$ cat src/rtl/mem_arb2_if.sv
// Tile-memory port bundle: the master drives address, operation and write data;
// the slave returns read data and status.
interface mem_arb2_if;
  logic [31:0]  addr;
  logic [4:0]   opm;
  logic [127:0] data_out;
  logic [127:0] data_in;
  logic [1:0]   ok;

  modport master (output addr, opm, data_out, input data_in, ok);
  modport slave  (input addr, opm, data_out, output data_in, ok);
endinterface

$ cat src/rtl/mem_arb2.sv
// Two-master tile-memory arbiter (A = I-cache, B = D-cache) in front of a single
// downstream port; round-robin or fixed-priority on ties, one transaction at a time.
module mem_arb2 #(
  parameter int ARB_FIXED = 0
) (
  input logic        clock,
  input logic        reset,
  mem_arb2_if.slave  a_port,
  mem_arb2_if.slave  b_port,
  mem_arb2_if.master mem
);

  localparam logic [4:0] UMEM_OPM_READY = 5'h00;
  localparam logic [1:0] UMEM_OK_READY  = 2'd0;
  localparam logic [1:0] UMEM_OK_OK     = 2'd1;
  localparam logic [1:0] UMEM_OK_HOLD   = 2'd2;

  typedef enum logic [2:0] {
    IDLE,
    GNT_A,
    GNT_B,
    DONE_A,
    DONE_B
  } state_t;

  state_t         state, state_n;
  logic           last_gnt, last_gnt_n;   // 0 = A was granted last
  logic [31:0]    addr_q, addr_n;
  logic [4:0]     opm_q, opm_n;
  logic [127:0]   wdata_q, wdata_n;

  logic a_req, b_req;
  logic a_gnt, b_gnt;

  assign a_req = (a_port.opm != UMEM_OPM_READY);
  assign b_req = (b_port.opm != UMEM_OPM_READY);
  assign a_gnt = (state == GNT_A) || (state == DONE_A);
  assign b_gnt = (state == GNT_B) || (state == DONE_B);

  // NOTE: sequential state uses non-blocking assignments so every register
  // samples the pre-edge values regardless of process ordering.
  always_ff @(posedge clock or negedge reset) begin
    if (!reset) begin
      state    <= IDLE;
      last_gnt <= 1'b1;
      addr_q   <= '0;
      opm_q    <= UMEM_OPM_READY;
      wdata_q  <= '0;
    end else begin
      state    <= state_n;
      last_gnt <= last_gnt_n;
      addr_q   <= addr_n;
      opm_q    <= opm_n;
      wdata_q  <= wdata_n;
    end
  end

  // NOTE: every output of this block gets a default first, so no path can
  // leave a variable unassigned and infer a latch.
  always_comb begin
    state_n    = state;
    last_gnt_n = last_gnt;
    addr_n     = addr_q;
    opm_n      = UMEM_OPM_READY;
    wdata_n    = wdata_q;

    case (state)
      IDLE: begin
        if (a_req && b_req) begin
          state_n = ((ARB_FIXED != 0) || last_gnt) ? GNT_A : GNT_B;
        end else if (a_req) begin
          state_n = GNT_A;
        end else if (b_req) begin
          state_n = GNT_B;
        end
      end

      // The granted master is forwarded every cycle, including a dropped
      // request; only an OK from downstream ends the grant phase.
      GNT_A: begin
        addr_n  = a_port.addr;
        opm_n   = a_port.opm;
        wdata_n = a_port.data_out;
        if (mem.ok == UMEM_OK_OK) state_n = DONE_A;
      end

      GNT_B: begin
        addr_n  = b_port.addr;
        opm_n   = b_port.opm;
        wdata_n = b_port.data_out;
        if (mem.ok == UMEM_OK_OK) state_n = DONE_B;
      end

      DONE_A: begin
        if (!a_req && (mem.ok == UMEM_OK_READY)) begin
          state_n    = IDLE;
          last_gnt_n = 1'b0;
        end
      end

      DONE_B: begin
        if (!b_req && (mem.ok == UMEM_OK_READY)) begin
          state_n    = IDLE;
          last_gnt_n = 1'b1;
        end
      end

      default: state_n = IDLE;
    endcase
  end

  assign mem.addr     = addr_q;
  assign mem.opm      = opm_q;
  assign mem.data_out = wdata_q;

  // Losers see HOLD while requesting so they keep their request asserted.
  assign a_port.ok      = a_gnt ? mem.ok : (a_req ? UMEM_OK_HOLD : UMEM_OK_READY);
  assign b_port.ok      = b_gnt ? mem.ok : (b_req ? UMEM_OK_HOLD : UMEM_OK_READY);
  assign a_port.data_in = mem.data_in;
  assign b_port.data_in = mem.data_in;

endmodule

$ cat src/flat_wrapper.sv
// flat-port wrapper written by rule: the top's interface ports become plain ports
module mem_arb2_flat 
#(
  parameter int ARB_FIXED = 0
)
  (clock, reset, a_port_addr, a_port_opm, a_port_data_out, a_port_data_in, a_port_ok, b_port_addr, b_port_opm, b_port_data_out, b_port_data_in, b_port_ok, mem_addr, mem_opm, mem_data_out, mem_data_in, mem_ok);
  mem_arb2_if a_port_i ();
  mem_arb2_if b_port_i ();
  mem_arb2_if mem_i ();
  input logic clock;
  input logic reset;
  input wire logic [$bits(a_port_i.addr)-1:0] a_port_addr;
  input wire logic [$bits(a_port_i.opm)-1:0] a_port_opm;
  input wire logic [$bits(a_port_i.data_out)-1:0] a_port_data_out;
  output wire logic [$bits(a_port_i.data_in)-1:0] a_port_data_in;
  output wire logic [$bits(a_port_i.ok)-1:0] a_port_ok;
  input wire logic [$bits(b_port_i.addr)-1:0] b_port_addr;
  input wire logic [$bits(b_port_i.opm)-1:0] b_port_opm;
  input wire logic [$bits(b_port_i.data_out)-1:0] b_port_data_out;
  output wire logic [$bits(b_port_i.data_in)-1:0] b_port_data_in;
  output wire logic [$bits(b_port_i.ok)-1:0] b_port_ok;
  output wire logic [$bits(mem_i.addr)-1:0] mem_addr;
  output wire logic [$bits(mem_i.opm)-1:0] mem_opm;
  output wire logic [$bits(mem_i.data_out)-1:0] mem_data_out;
  input wire logic [$bits(mem_i.data_in)-1:0] mem_data_in;
  input wire logic [$bits(mem_i.ok)-1:0] mem_ok;
  assign a_port_i.addr = a_port_addr;
  assign a_port_i.opm = a_port_opm;
  assign a_port_i.data_out = a_port_data_out;
  assign a_port_data_in = a_port_i.data_in;
  assign a_port_ok = a_port_i.ok;
  assign b_port_i.addr = b_port_addr;
  assign b_port_i.opm = b_port_opm;
  assign b_port_i.data_out = b_port_data_out;
  assign b_port_data_in = b_port_i.data_in;
  assign b_port_ok = b_port_i.ok;
  assign mem_addr = mem_i.addr;
  assign mem_opm = mem_i.opm;
  assign mem_data_out = mem_i.data_out;
  assign mem_i.data_in = mem_data_in;
  assign mem_i.ok = mem_ok;
  mem_arb2 #(.ARB_FIXED(ARB_FIXED)) u_core (.clock(clock), .reset(reset), .a_port(a_port_i), .b_port(b_port_i), .mem(mem_i));
endmodule
$ cat config.mk
export PLATFORM = sky130hd
export DESIGN_NAME = mem_arb2_flat
export DESIGN_NICKNAME = d
export VERILOG_FILES = /design/src/rtl/mem_arb2_if.sv /design/src/rtl/mem_arb2.sv /design/src/flat_wrapper.sv
export SDC_FILE = /design/constraint.sdc
export NUM_CORES = 1
export LEC_CHECK = 0
export BUFFER_PORTS_ARGS = -buffer_cell sky130_fd_sc_hd__buf_2
export CORE_AREA = 2 2 348 350
export DETAILED_ROUTE_END_ITERATION = 10
export DIE_AREA = 0 0 350 352
export PLACE_DENSITY = 0.3
export SLEW_MARGIN = 5
export SYNTH_ARGS = -nofsm -noshare
export SYNTH_HDL_FRONTEND = slang
export SYNTH_SLANG_ARGS = --single-unit
$ cat constraint.sdc
create_clock -name clock -period 2.25 [get_ports clock]
set_clock_uncertainty 0.15 [all_clocks]
set_input_delay 0.45 -clock clock [delete_from_list [all_inputs] [get_ports clock]]
set_output_delay 0.45 -clock clock [all_outputs]
set_load 0.02 [all_outputs]
# --- Word level (Yosys, flattened, before mapping) ---
# Index checks and enable logic that the tools add are counted.
op_classes:
  n_reduce_logical: 15
  mux: 19
  n_eq_ne: 10
op_table:
  columns: ["op", "n"]
  rows:
  - ["$pmux W128 S2", 1]
  - ["$pmux W32 S2", 1]
  - ["$mux W3", 7]
  - ["$pmux W3 S5", 1]
  - ["$mux W2", 5]
  - ["$pmux W5 S2", 1]
  - ["$reduce_bool A5 Y1", 2]
  - ["$ne A2 B2 Y1 const B", 4]
  - ["$eq A3 B2 Y1 const B", 2]
  - ["$reduce_and A5 Y1", 1]
  - ["$ne A4 B1 Y1 const B", 1]
  - ["$reduce_bool A2 Y1", 2]
  - ["$eq A3 B1 Y1 const B", 1]
  - ["$eq A3 B3 Y1 const B", 1]
  - ["$logic_and A1 B1 Y1", 3]
  - ["$logic_not A3 Y1", 1]
  - ["$reduce_and A3 Y1", 1]
  - ["$eq A2 B1 Y1 const B", 1]
  - ["$logic_not A1 Y1", 2]
  - ["$logic_not A2 Y1", 1]
  - ["$logic_or A1 B1 Y1", 2]
  - ["$mux W1", 2]
  - ["$pmux W1 S2", 1]
word_totals:
  output_inout_bits: 425
  regBits: 169

# --- Longest topological paths before layout ---
logic_depth:
  ltp_word: 5
  depth_mapped: 8
  mapped_depth_nobuf: 4

# --- Worst setup path after synthesis ---
# Ideal clock, no wire load.
synth_timing:
  kind: "input port to output port"
  from: "input a_port_opm[1]"
  to: "output a_port_ok[1]"
  n_path_buf: 0
  required_time_ns: 1.650
  stages: 3
  path_slack_ns: 0.489
  arrival_ns: 1.161
  path_cell_list: "nor4_4 nand2b_2 mux2_2"
synth_between:
  elab_chain_len: 3
synth_rtl:
  columns: ["item", "line", "source"]
  rows:
  - ["start: declaration", "flat_wrapper.sv:13", "input wire logic [$bits(a_port_i.opm)-1:0] a_port_opm;"]
  - ["$reduce_bool A5 Y1", "mem_arb2.sv:35", "assign a_req = (a_port.opm != UMEM_OPM_READY);"]
  - ["$mux W2 (2 in a row)", "mem_arb2.sv:117", "assign a_port.ok = a_gnt ? mem.ok : (a_req ? UMEM_OK_HOLD : UMEM_OK_READY);"]
  - ["end: declaration", "flat_wrapper.sv:16", "output wire logic [$bits(a_port_i.ok)-1:0] a_port_ok;"]
# Every way passes these cells.

# --- Worst setup path in the final report ---
layout_timing:
  from: "register u_core.state[2]"
  to: "output b_port_ok[1]"
layout_between:
  elab_chain_len: 3
layout_rtl:
  columns: ["item", "line", "source"]
  rows:
  - ["start: declaration", "mem_arb2.sv:26", "state_t state, state_n;"]
  - ["start signal: assignment", "mem_arb2.sv:50", "state <= state_n;"]
  - ["$eq A3 B2 Y1 or $eq A3 B3 Y1 (tied branches)", "mem_arb2.sv:38", "assign b_gnt = (state == GNT_B) || (state == DONE_B);"]
  - ["$logic_or A1 B1 Y1 (*)", "mem_arb2.sv:38", null]
  - ["$mux W2 (*)", "mem_arb2.sv:118", "assign b_port.ok = b_gnt ? mem.ok : (b_req ? UMEM_OK_HOLD : UMEM_OK_READY);"]
  - ["end: declaration", "flat_wrapper.sv:21", "output wire logic [$bits(b_port_i.ok)-1:0] b_port_ok;"]
# Mark *: on every way between the ends. The rest lies on a longest branch, timed or not.

==> flow_summary.ini <==
[run_status]
status = finished with violations
violations = setup timing

[clock_tree]
cts_tree = built
cts.sink_count = 169
cts_max_level = 4
cts_made_buffers = 17
clockBufferDepth = 2
path_clk_slew_ns = 0.07
cts_root_buf = clkbuf_16
clk_latency_ns = 0.52

[yosys]
syn_nets = 1464
ys_types = 33
synth.avg_cell_area_sq_um = 9.93
seq_area_frac_synth_pct = 42.5
synth_top_area_share_pct = 42.2
synth_seq_cells = 169
yosysTopAreaCell = dfrtp_1
syn-cell-area_sq_um = 9950
postSynthCellCount = 1002
synthMostInstantiatedCell = buf_4
synth_fa_ha_area_share_pct = 0
synthTopCellsByArea = dfrtp_1 42%, buf_4 20%, mux2i_1 16%
synth_edf_count = 0
postSynth.asyncResetShare_pct = 100
synth_ff_type = dfrtp_1
synth_compound_area_share_pct = 9.34
synthMuxAreaShare_pct = 16.3
synthSimpleGateAreaFrac_pct = 7.57
yosys-top-cells-count = 263 x buf_4, 168 x dfrtp_1, 162 x nand2_1, 160 x mux2i_1, 145 x o21ai_1
synth_top_family_by_area = buffers and inverters
synthXorXnorAreaFrac_pct = 0.0880
yosysWarnings = 0

[place]
hpwl_um = 33700
gp_congestion = 0.734
io_buffers = 502

[die]
core_sq_um = 119000
die_area_sq_um = 123000
die_h_um = 352
initial_core_util_pct = 8.34
die_w_um = 350
io_pins = 887
row_count = 127

[global_route]
grt_max_degree = 95
grt_pass1_wl_um = 61500
grt_pass1_vias = 9639
gr-total-overflow = 0
grt_use_total_pct = 6.93
antenna_found_initial = 4

[detailed_routing]
num_vias = 8731
ant_nets = 0
wl_per_cell_um = 13.8
drt_iter0_markers = 337
finalWirelength_um = 43400
drc_errors = 0
drtPass1Iterations = 4
via_per_inst = 2.78

[setup_path]
rr_worst_depth = 8
cp.arrival_ns = 1.72
r2r-end = u_core.mem.addr[6]$_DFFE_PN0P_
worstSetupStartpointType = flop
r2r-start = u_core.state[2]$_DFFE_PN0P_
crit_fanout = 2
crit_required_ns = 1.65
endpoint_kind = output port
crit_end = b_port_ok[1]
reg2reg_slack_ns = 0.17
critical_path_class = flop to output port
cp-startpoint = u_core.state[2]$_DFFE_PN0P_

[timing]
setup_slack_ns = -0.0737
slew_viol_final = 0
min_period_ns = 2.32
finalCritPeriodShare_pct = 103
worst_slew_pin_slew_ns = 0.506
setup-violations-final = 3
hold_slack_ns = 0.0623
rsz0062_at_grt = true
setup_tns_ns = -0.141
timing_hold_violations_final = 0
timing.fmax_mhz = 430
relSlewSlack_pct = 66.3

[hold_path]
worstHoldStart = a_port_addr[21]
hold_class = input pin to flop

[power]
combPwrFrac_pct = 46.9
p_leak_nw = 6.82
pwr-share-seq_pct = 33.4
swShare_pct = 44.1
powerDensity_nw_per_um2 = 1020
p_switching_mw = 7.09
p_int_mw = 8.98
peakVddDrop_mv = 0.675
pwr-share-clk_pct = 19.7

[layout]
layout.nets = 1977
multi_input_area_sq_um = 3350
fillers = 13681
n_antenna_cell = 0
final_layout_size_suffix_gt1_share_pct = 39.0
area_delta_synth_final_pct = 58.8
seqCellArea_sq_um = 4230

[run]
drv_cap = 0
==> worst max-delay path, stage by stage, from the launching register on <==
cell and delay (ns):
dfrtp_2 0.43, xnor2_2 0.15, nor2_1 0.12, mux2_4 0.35, buf_6 0.14
==> worst min path at each step <==
stage	cells after the start	end	slack, ns
floorplan	0	u_core.mem.addr[0]$_DFFE_PN0P_	0.004
global placement	1	u_core.mem.addr[24]$_DFFE_PN0P_	0.30
detailed placement	1	u_core.mem.addr[24]$_DFFE_PN0P_	0.31
CTS	3	u_core.mem.data_out[33]$_DFFE_PN0P_	0.0009
global route	3	u_core.mem.data_out[33]$_DFFE_PN0P_	0.01
finish	3	u_core.mem.addr[21]$_DFFE_PN0P_	0.06
==> power by group through the flow <==
stage / clock [mW] / combinational, mW / sequential, mW
finish: 3.17 / 7.53 / 5.37
global placement: 0 / 7.33 / 5.44
global route: 3.47 / 8.23 / 5.58
detailed placement: 0 / 7.34 / 5.44
CTS: 3.39 / 7.75 / 5.40
floorplan: 0 / 3.00 / 7.19
==> kinds of logic (layout without fill, tap and decap cells) <==
kind of cell	count (synthesis)	count (layout)
simple gates	179	179
flops	169	169
xor+xnor	1	1
compound gates	178	178
buf+inv	313	839
mux	162	162
==> per-stage QoR <==
stage / power (mW) / instance area (sq um) / util, % / instances / setup slack, ns
2_1_floorplan: 10.2 / 9950 / - / 1002 / 0.489
3_3_place_gp: 12.8 / 12500 / 10.5 / 2844 / 0.118
3_5_place_dp: 12.8 / 12500 / 10.5 / 2844 / 0.105
4_1_cts: 16.5 / 15800 / 13.2 / 3139 / -0.182
5_1_grt: 17.3 / 15800 / 13.2 / 3140 / -0.195
6_report: 16.1 / 15800 / 13.2 / 3140 / -0.0737
==> state kept, by name, indices dropped and copies added, names as in the netlist <==
| register | count |
|---|---|
| u_core.mem.data_out | 128 |
| u_core.mem.addr | 32 |
| u_core.mem.opm | 5 |
| u_core.state | 3 |
| u_core.last_gnt | 1 |
==> timing repair <==
item	4_1_cts	5_1_grt
setup buffers	6	0
gates resized for setup	18	4
endpoints found under the hold margin	190	0
pin swaps	2	1
hold buffers	257	0
cloned	0	1
setup endpoints to repair	3	5
==> cells in the final DEF (no fill, tap or decap), types with 2 or more instances in the layout <==
master / netlist / routed
buf_2: 2 / 497
dlygate4sd3_1: 0 / 257
dfrtp_1: 168 / 165
nand2_1: 162 / 162
mux2i_1: 160 / 160
o21ai_1: 145 / 145
buf_4: 263 / 33
o21ai_0: 20 / 20
clkbuf_16: 0 / 18
buf_12: 0 / 8
buf_6: 26 / 7
inv_6: 0 / 5
a22o_1: 4 / 4
nor2_1: 5 / 4
inv_8: 0 / 3
dfrtp_2: 0 / 3
nand2b_4: 2 / 2
nor2_4: 1 / 2
inv_1: 2 / 2
mux2_4: 0 / 2
nand3b_1: 2 / 2
a21oi_1: 2 / 2
clkinv_2: 0 / 2
clkinv_4: 0 / 2
==> metal layers <==
layer  vias to the layer above  wire length [um]  global-route usage [%]
li1                       4122                 -                       -
met4                         4              2430                    5.03
met1                      4032             16400                    6.96
met2                       420             20700                    11.4
met5                         -                23                       0
met3                       153              3860                    2.98
==> cell type report <==
type                       count  share of cell area [%]
clock buffer                  17                    2.69
clock inverter                15                    1.01
inverter                       2                  0.0475
multi-input combinational    520                    21.2
sequential                   169                    26.8
tap                         1612                    12.8
timing repair buffer         805                    35.5
Power figures use the tool's default switching activity.
